===== config.mk =====
export PLATFORM = sky130hd
export DESIGN_NAME = sbuf_rd_streamer_flat
export DESIGN_NICKNAME = d
export VERILOG_FILES = /design/src/rtl/sbuf_pkg.sv /design/src/rtl/sbuf_rd_streamer_if.sv /design/src/rtl/sbuf_skid2.sv /design/src/rtl/sbuf_rd_streamer.sv /design/src/flat_wrapper.sv
export SDC_FILE = /design/constraint.sdc
export NUM_CORES = 1
export LEC_CHECK = 0
export BUFFER_PORTS_ARGS = -buffer_cell sky130_fd_sc_hd__buf_2
export CORE_MARGIN = 2
export CORE_UTILIZATION = 59
export DETAILED_ROUTE_END_ITERATION = 10
export HOLD_SLACK_MARGIN = 0.05
export PLACE_DENSITY = 0.92
export SYNTH_ARGS = -nofsm -noshare
export SYNTH_HDL_FRONTEND = slang
export SYNTH_SLANG_ARGS = --single-unit

===== constraint.sdc =====
create_clock -name clk -period 4.7 [get_ports clk]
set_clock_uncertainty 0.15 [all_clocks]
set_input_delay 0.47 -clock clk [delete_from_list [all_inputs] [get_ports clk]]
set_output_delay 0.47 -clock clk [all_outputs]
set_load 0.03 [all_outputs]

===== src/rtl/sbuf_pkg.sv =====
// Shared constants and FSM state type for the sbuf read streamer.
package sbuf_pkg;

   localparam int unsigned ADR_W  = 8;
   localparam int unsigned DATA_W = 16;
   localparam int unsigned LEN_W  = ADR_W + 1;

   typedef enum logic [1:0] {StIdle, StRun, StDrain} state_e;

endpackage


===== src/rtl/sbuf_rd_streamer_if.sv =====
// Valid/ready word stream from the read streamer to a systolic-array edge.
interface sbuf_rd_streamer_if #(
   parameter int unsigned DATA_W = sbuf_pkg::DATA_W
) ();

   logic              out_valid;
   logic [DATA_W-1:0] out_data;
   logic              out_last;
   logic              out_ready;

   modport master (output out_valid, output out_data, output out_last, input out_ready);
   modport slave  (input out_valid, input out_data, input out_last, output out_ready);

endinterface


===== src/rtl/sbuf_skid2.sv =====
// Two-entry synchronous FIFO with a registered head; absorbs the RAM read latency.
module sbuf_skid2 #(
   parameter int unsigned W = 17
) (
   input  logic         clk,
   input  logic         rst,
   input  logic         push,
   input  logic [W-1:0] push_data,
   input  logic         pop,
   output logic [1:0]   count,
   output logic         empty,
   output logic [W-1:0] head
);

   logic [W-1:0] mem_q [2];
   logic         wr_ptr_q;
   logic         rd_ptr_q;
   logic [1:0]   count_q;

   always_ff @(posedge clk) begin
      if (rst) begin
         mem_q[0] <= '0;
         mem_q[1] <= '0;
         wr_ptr_q <= 1'b0;
         rd_ptr_q <= 1'b0;
         count_q  <= 2'd0;
      end else begin
         if (push) begin
            mem_q[wr_ptr_q] <= push_data;
            wr_ptr_q        <= ~wr_ptr_q;
         end
         if (pop) begin
            rd_ptr_q <= ~rd_ptr_q;
         end
         case ({push, pop})
            2'b10:   count_q <= count_q + 2'd1;
            2'b01:   count_q <= count_q - 2'd1;
            default: count_q <= count_q;
         endcase
      end
   end

   assign count = count_q;
   assign empty = (count_q == 2'd0);
   assign head  = mem_q[rd_ptr_q];

   // The issue rule in the parent guarantees neither can happen.
   a_no_overflow : assert property (@(posedge clk) disable iff (rst)
      !(push && !pop && count_q == 2'd2));
   a_no_underflow : assert property (@(posedge clk) disable iff (rst)
      !(pop && count_q == 2'd0));

endmodule


===== src/rtl/sbuf_rd_streamer.sv =====
// Drains a contiguous (wrapping) buffer region into a valid/ready stream, 1 word/clk sustained.
module sbuf_rd_streamer
   import sbuf_pkg::*;
#(
   parameter int unsigned ADR_W  = sbuf_pkg::ADR_W,
   parameter int unsigned DATA_W = sbuf_pkg::DATA_W,
   parameter int unsigned LEN_W  = sbuf_pkg::LEN_W
) (
   input  logic              clk,
   input  logic              rst,
   input  logic              start,
   input  logic [ADR_W-1:0]  base_adr,
   input  logic [LEN_W-1:0]  length,
   output logic              busy,
   output logic              done,
   output logic [ADR_W-1:0]  ram_radr,
   input  logic [DATA_W-1:0] ram_rdata,
   sbuf_rd_streamer_if.master stream
);

   state_e             state_q, state_d;
   logic [ADR_W-1:0]   cur_adr_q, cur_adr_d;
   logic [ADR_W-1:0]   radr_q, radr_d;
   logic [LEN_W-1:0]   remaining_q, remaining_d;
   logic               rd_pend_q, rd_pend_d;
   logic               last_pend_q, last_pend_d;
   logic               done_q, done_d;

   logic               issue;
   logic               pop;
   logic               fifo_empty;
   logic [1:0]         fifo_cnt;
   logic [2:0]         occ;
   logic [DATA_W:0]    head;

   assign pop   = !fifo_empty && stream.out_ready;
   // Slots committed after this cycle: stored words plus the in-flight read, less a pop.
   assign occ   = {1'b0, fifo_cnt} + {2'b00, rd_pend_q} - {2'b00, pop};
   assign issue = (state_q == StRun) && (occ < 3'd2);

   always_comb begin
      state_d     = state_q;
      cur_adr_d   = cur_adr_q;
      radr_d      = radr_q;
      remaining_d = remaining_q;
      rd_pend_d   = issue;
      last_pend_d = issue && (remaining_q == LEN_W'(1));
      done_d      = 1'b0;
      unique case (state_q)
         StIdle: begin
            if (start) begin
               cur_adr_d   = base_adr;
               remaining_d = length;
               if (length != '0) state_d = StRun;
               else              done_d  = 1'b1;
            end
         end
         StRun: begin
            if (issue) begin
               radr_d      = cur_adr_q;
               cur_adr_d   = cur_adr_q + ADR_W'(1);
               remaining_d = remaining_q - LEN_W'(1);
               if (remaining_q == LEN_W'(1)) state_d = StDrain;
            end
         end
         StDrain: begin
            if (pop && head[DATA_W]) begin
               state_d = StIdle;
               done_d  = 1'b1;
            end
         end
         default: state_d = StIdle;
      endcase
   end

   always_ff @(posedge clk) begin
      if (rst) begin
         state_q     <= StIdle;
         cur_adr_q   <= '0;
         radr_q      <= '0;
         remaining_q <= '0;
         rd_pend_q   <= 1'b0;
         last_pend_q <= 1'b0;
         done_q      <= 1'b0;
      end else begin
         state_q     <= state_d;
         cur_adr_q   <= cur_adr_d;
         radr_q      <= radr_d;
         remaining_q <= remaining_d;
         rd_pend_q   <= rd_pend_d;
         last_pend_q <= last_pend_d;
         done_q      <= done_d;
      end
   end

   sbuf_skid2 #(
      .W (DATA_W + 1)
   ) u_skid (
      .clk       (clk),
      .rst       (rst),
      .push      (rd_pend_q),
      .push_data ({last_pend_q, ram_rdata}),
      .pop       (pop),
      .count     (fifo_cnt),
      .empty     (fifo_empty),
      .head      (head)
   );

   assign ram_radr         = issue ? cur_adr_q : radr_q;
   assign busy             = (state_q != StIdle);
   assign done             = done_q;
   assign stream.out_valid = !fifo_empty;
   assign stream.out_data  = head[DATA_W-1:0];
   assign stream.out_last  = head[DATA_W];

endmodule


===== src/flat_wrapper.sv =====
// flat-port wrapper written by rule: the top's interface ports become plain ports
module sbuf_rd_streamer_flat import sbuf_pkg::*;
#(
   parameter int unsigned ADR_W  = sbuf_pkg::ADR_W,
   parameter int unsigned DATA_W = sbuf_pkg::DATA_W,
   parameter int unsigned LEN_W  = sbuf_pkg::LEN_W
)
  (clk, rst, start, base_adr, length, busy, done, ram_radr, ram_rdata, stream_out_valid, stream_out_data, stream_out_last, stream_out_ready);
  sbuf_rd_streamer_if #(.DATA_W(DATA_W)) stream_i ();
  input  logic clk;
  input  logic rst;
  input  logic start;
  input  logic [ADR_W-1:0] base_adr;
  input  logic [LEN_W-1:0] length;
  output logic busy;
  output logic done;
  output logic [ADR_W-1:0] ram_radr;
  input  logic [DATA_W-1:0] ram_rdata;
  output wire logic [$bits(stream_i.out_valid)-1:0] stream_out_valid;
  output wire logic [$bits(stream_i.out_data)-1:0] stream_out_data;
  output wire logic [$bits(stream_i.out_last)-1:0] stream_out_last;
  input wire logic [$bits(stream_i.out_ready)-1:0] stream_out_ready;
  assign stream_out_valid = stream_i.out_valid;
  assign stream_out_data = stream_i.out_data;
  assign stream_out_last = stream_i.out_last;
  assign stream_i.out_ready = stream_out_ready;
  sbuf_rd_streamer #(.ADR_W(ADR_W), .DATA_W(DATA_W), .LEN_W(LEN_W)) u_core (.clk(clk), .rst(rst), .start(start), .base_adr(base_adr), .length(length), .busy(busy), .done(done), .ram_radr(ram_radr), .ram_rdata(ram_rdata), .stream(stream_i));
endmodule

==> results_dict.tcl <==
set metrics [dict create \
    start_kind "flop" \
    fill_cells 394 \
    crit_family "simple AND/OR/NAND/NOR gates" \
    cts_buffer_depth 2 \
    worst_pin_slew_ns 0.881 \
    cts_tree "built" \
    vias_per_cell 5.71 \
    drtPass1Iterations 5 \
    hold_slack_ns 0.263 \
    endpoint_kind "output port" \
    grt_pass1_wl_um 11000 \
    ys.flop_type "dfxtp_1" \
    finalHoldViolCount 0 \
    synth-warning-count 0 \
    outcome "completed" \
    maxCapViolations 0 \
    dieArea_sq_mm 0.00640 \
    async_flop_share 0 \
    synth-edff-count 34 \
    hpwl_um 4570 \
    synth_mux_area_frac 0.0826 \
    regToRegStartpoint "u_core.u_skid.count[1]" \
    synthAdderAreaFrac 0.0242 \
    grt_max_degree 45 \
    final_layout_size_suffix_gt1_frac 0.334 \
    synth_nets 351 \
    clkSinkCount 69 \
    synth.distinct_cells 59 \
    gp_congestion 0.881 \
    maxSlewViolCount 0 \
    hold_buffers 0 \
    die_h_um 80.0 \
    antenna_cells 0 \
    utilization 0.721 \
    vdd_ir_drop_max_v 0.000297 \
    grt.total_usage 0.225 \
    critPathMaxStageDelay_ns 0.41 \
    ios 65 \
    fmax_ghz 0.257 \
    critPathMaxFanout 9 \
    cp-startpoint "u_core.u_skid.count[1]" \
    timing.setup.tns_ns 0 \
    holdCritStartpoint "base_adr[0]" \
    vias 2528 \
    nNetsFinal 409 \
    cts-resized-gates 0 \
    final_area_sq_mm 0.00399 \
    drcViolationCount 0 \
    slowest_stage "fa_1" \
    cts_made_buffers 9 \
    placed_area_sq_mm 0.00373 \
    synth.top_cells.by_count "35 x and2_1, 35 x dfxtp_1, 34 x edfxtp_1, 25 x mux2_2, 16 x nor2_1" \
    area_growth_pct 17.2 \
    syn_area_sq_mm 0.00341 \
    wl_per_cell_um 15.0 \
    drtIter0Drc 141 \
    antenna_found_initial 0 \
    yosys.area_share.simple 0.205 \
    htree_num_levels 3 \
    avgSynthCellArea_sq_um 11.1 \
    initial_utilization 0.615 \
    core_area_sq_mm 0.00554 \
    yosysTopAreaCellShare 0.300 \
    rsz0062_at_grt "false" \
    cp.arrival_ns 3.28 \
    ant_nets 0 \
    clkTransAtPathRegs_ns 0.08 \
    dieWidth_um 80.0 \
    grt_pass1_vias 2432 \
    seqCellArea_sq_mm 0.00172 \
    hold_path.class "input port to flop" \
    synth_area_leader_cell "edfxtp_1" \
    fp-row-count 27 \
    period_share 0.829 \
    relSlewSlack 0.412 \
    multiInputGateArea_sq_mm 0.00155 \
    cts_root_buffer "clkbuf_8" \
    yosysSeqAreaShare 0.505 \
    leakage_nw 1.63 \
    synth_compound_gate_area_share 0.124 \
    ys_seq_elements 69 \
    powerDensity_mw_per_mm2 535 \
    cts_setup_buffers 0 \
    grt_remaining_overflow 0 \
    synth-xor-area-share 0.0151 \
    cp_data_required_time_ns 4.08 \
    criticalPathCategory "flop to output port" \
    port_buffers 64 \
    cp_cell_sequence "or2_2 -> and2_0 -> ha_1 -> nand2b_1 -> fa_1 -> xnor2_2 -> nand3_4 -> mux2_2 -> buf_2" \
    synth_top_family_by_area "simple AND/OR/NAND/NOR gates" \
    fin_crit_ns 3.90 \
    setup_viol 0 \
    clk_latency_ns 0.34 \
    syn_inst 308 \
    routed_wl_um 6640 \
    critPathBufInv 1 \
    ys_top_cells_by_area "edfxtp_1 30%, dfxtp_1 21%, mux2_2 8.3%, and2_1 6.4%, a211oi_1 2.2%" \
]
[worst min-delay path: cells and delay by family]
family / cells / cell delay (ns)
buffers and inverters: 1 / 0.10
and+or+nand+nor: 1 / 0.05
AOI/OAI and AO/OA: 1 / 0.08
[power by group]
group | internal, W | leakage, nW | switching (W)
clock | 0.000404 | 0.131 | 0.000219
sequential | 0.000722 | 0.639 | 0.0000876
combinational | 0.000281 | 0.861 | 0.000423
total | 0.00141 | 1.63 | 0.000730
[layout by cell type (no fill, tap or decap), types with 10 or more instances in the layout]
| cell type | instances |
|---|---|
| a21oi_1 | 13 |
| inv_1 | 10 |
| edfxtp_1 | 34 |
| buf_2 | 64 |
| mux2_2 | 25 |
| nor2_1 | 16 |
| a211oi_1 | 10 |
| and2_1 | 35 |
| nand2_1 | 11 |
| dfxtp_1 | 35 |
[registers in the layout, indices dropped and copies added, names as in the netlist, named ones only]
signal,flops
u_core.u_skid.rd_ptr_q,1
u_core.state_q,2
u_core.done,1
u_core.u_skid.count,2
u_core.remaining_q,9
u_core.radr_q,8
u_core.u_skid.mem_q,34
u_core.cur_adr_q,8
u_core.rd_pend_q,1
u_core.u_skid.wr_ptr_q,1
u_core.last_pend_q,1
[area by class of cell]
type / count / area share
Clock inverter: 7 / 0.0345
Sequential cell: 69 / 0.431
Clock buffer: 9 / 0.0310
Inverter: 10 / 0.00940
Multi-Input combinational cell: 210 / 0.387
Tap cell: 72 / 0.0226
Timing Repair Buffer: 66 / 0.0840
[per-stage QoR]
| stage | setup WS, ns | power, W | instances |
|---|---|---|---|
| after floorplan | 1.28 | 0.00139 | 308 |
| after global placement | 1.24 | 0.00150 | 427 |
| after detailed placement | 1.16 | 0.00152 | 427 |
| after CTS | 0.769 | 0.00215 | 443 |
| after global routing | 0.623 | 0.00226 | 443 |
| final | 0.803 | 0.00214 | 443 |
[logic make-up (layout without fill, tap and decap cells)]
group,after synthesis,count (layout)
xor gates and xnor gates,5,5
adders and majority gates,6,6
and+or+nand+nor,119,119
AOI/OAI and AO/OA,55,55
buffers and inverters,29,92
muxes,25,25
DFF,69,69
[metal layers]
| metal | vias to the layer above | wire (um) | track usage |
|---|---|---|---|
| met3 | 6 | 406 | 0.0486 |
| met1 | 1197 | 2840 | 0.270 |
| li1 | 1236 | - | - |
| met5 | - | 0 | 0 |
| met4 | 0 | 55 | 0.103 |
| met2 | 89 | 3330 | 0.383 |
[final timing paths]
check | to | slack [ns] | depth (start not counted)
worst max-delay path | ram_radr[1] | 0.80 | 9
worst min-delay path | u_core.cur_adr_q[0] | 0.26 | 3
worst max register to register | u_core.remaining_q[7] | 1.31 | 9
worst min register to register | u_core.cur_adr_q[7] | 0.37 | 2
No activity file was read; power rests on OpenSTA's default activity.
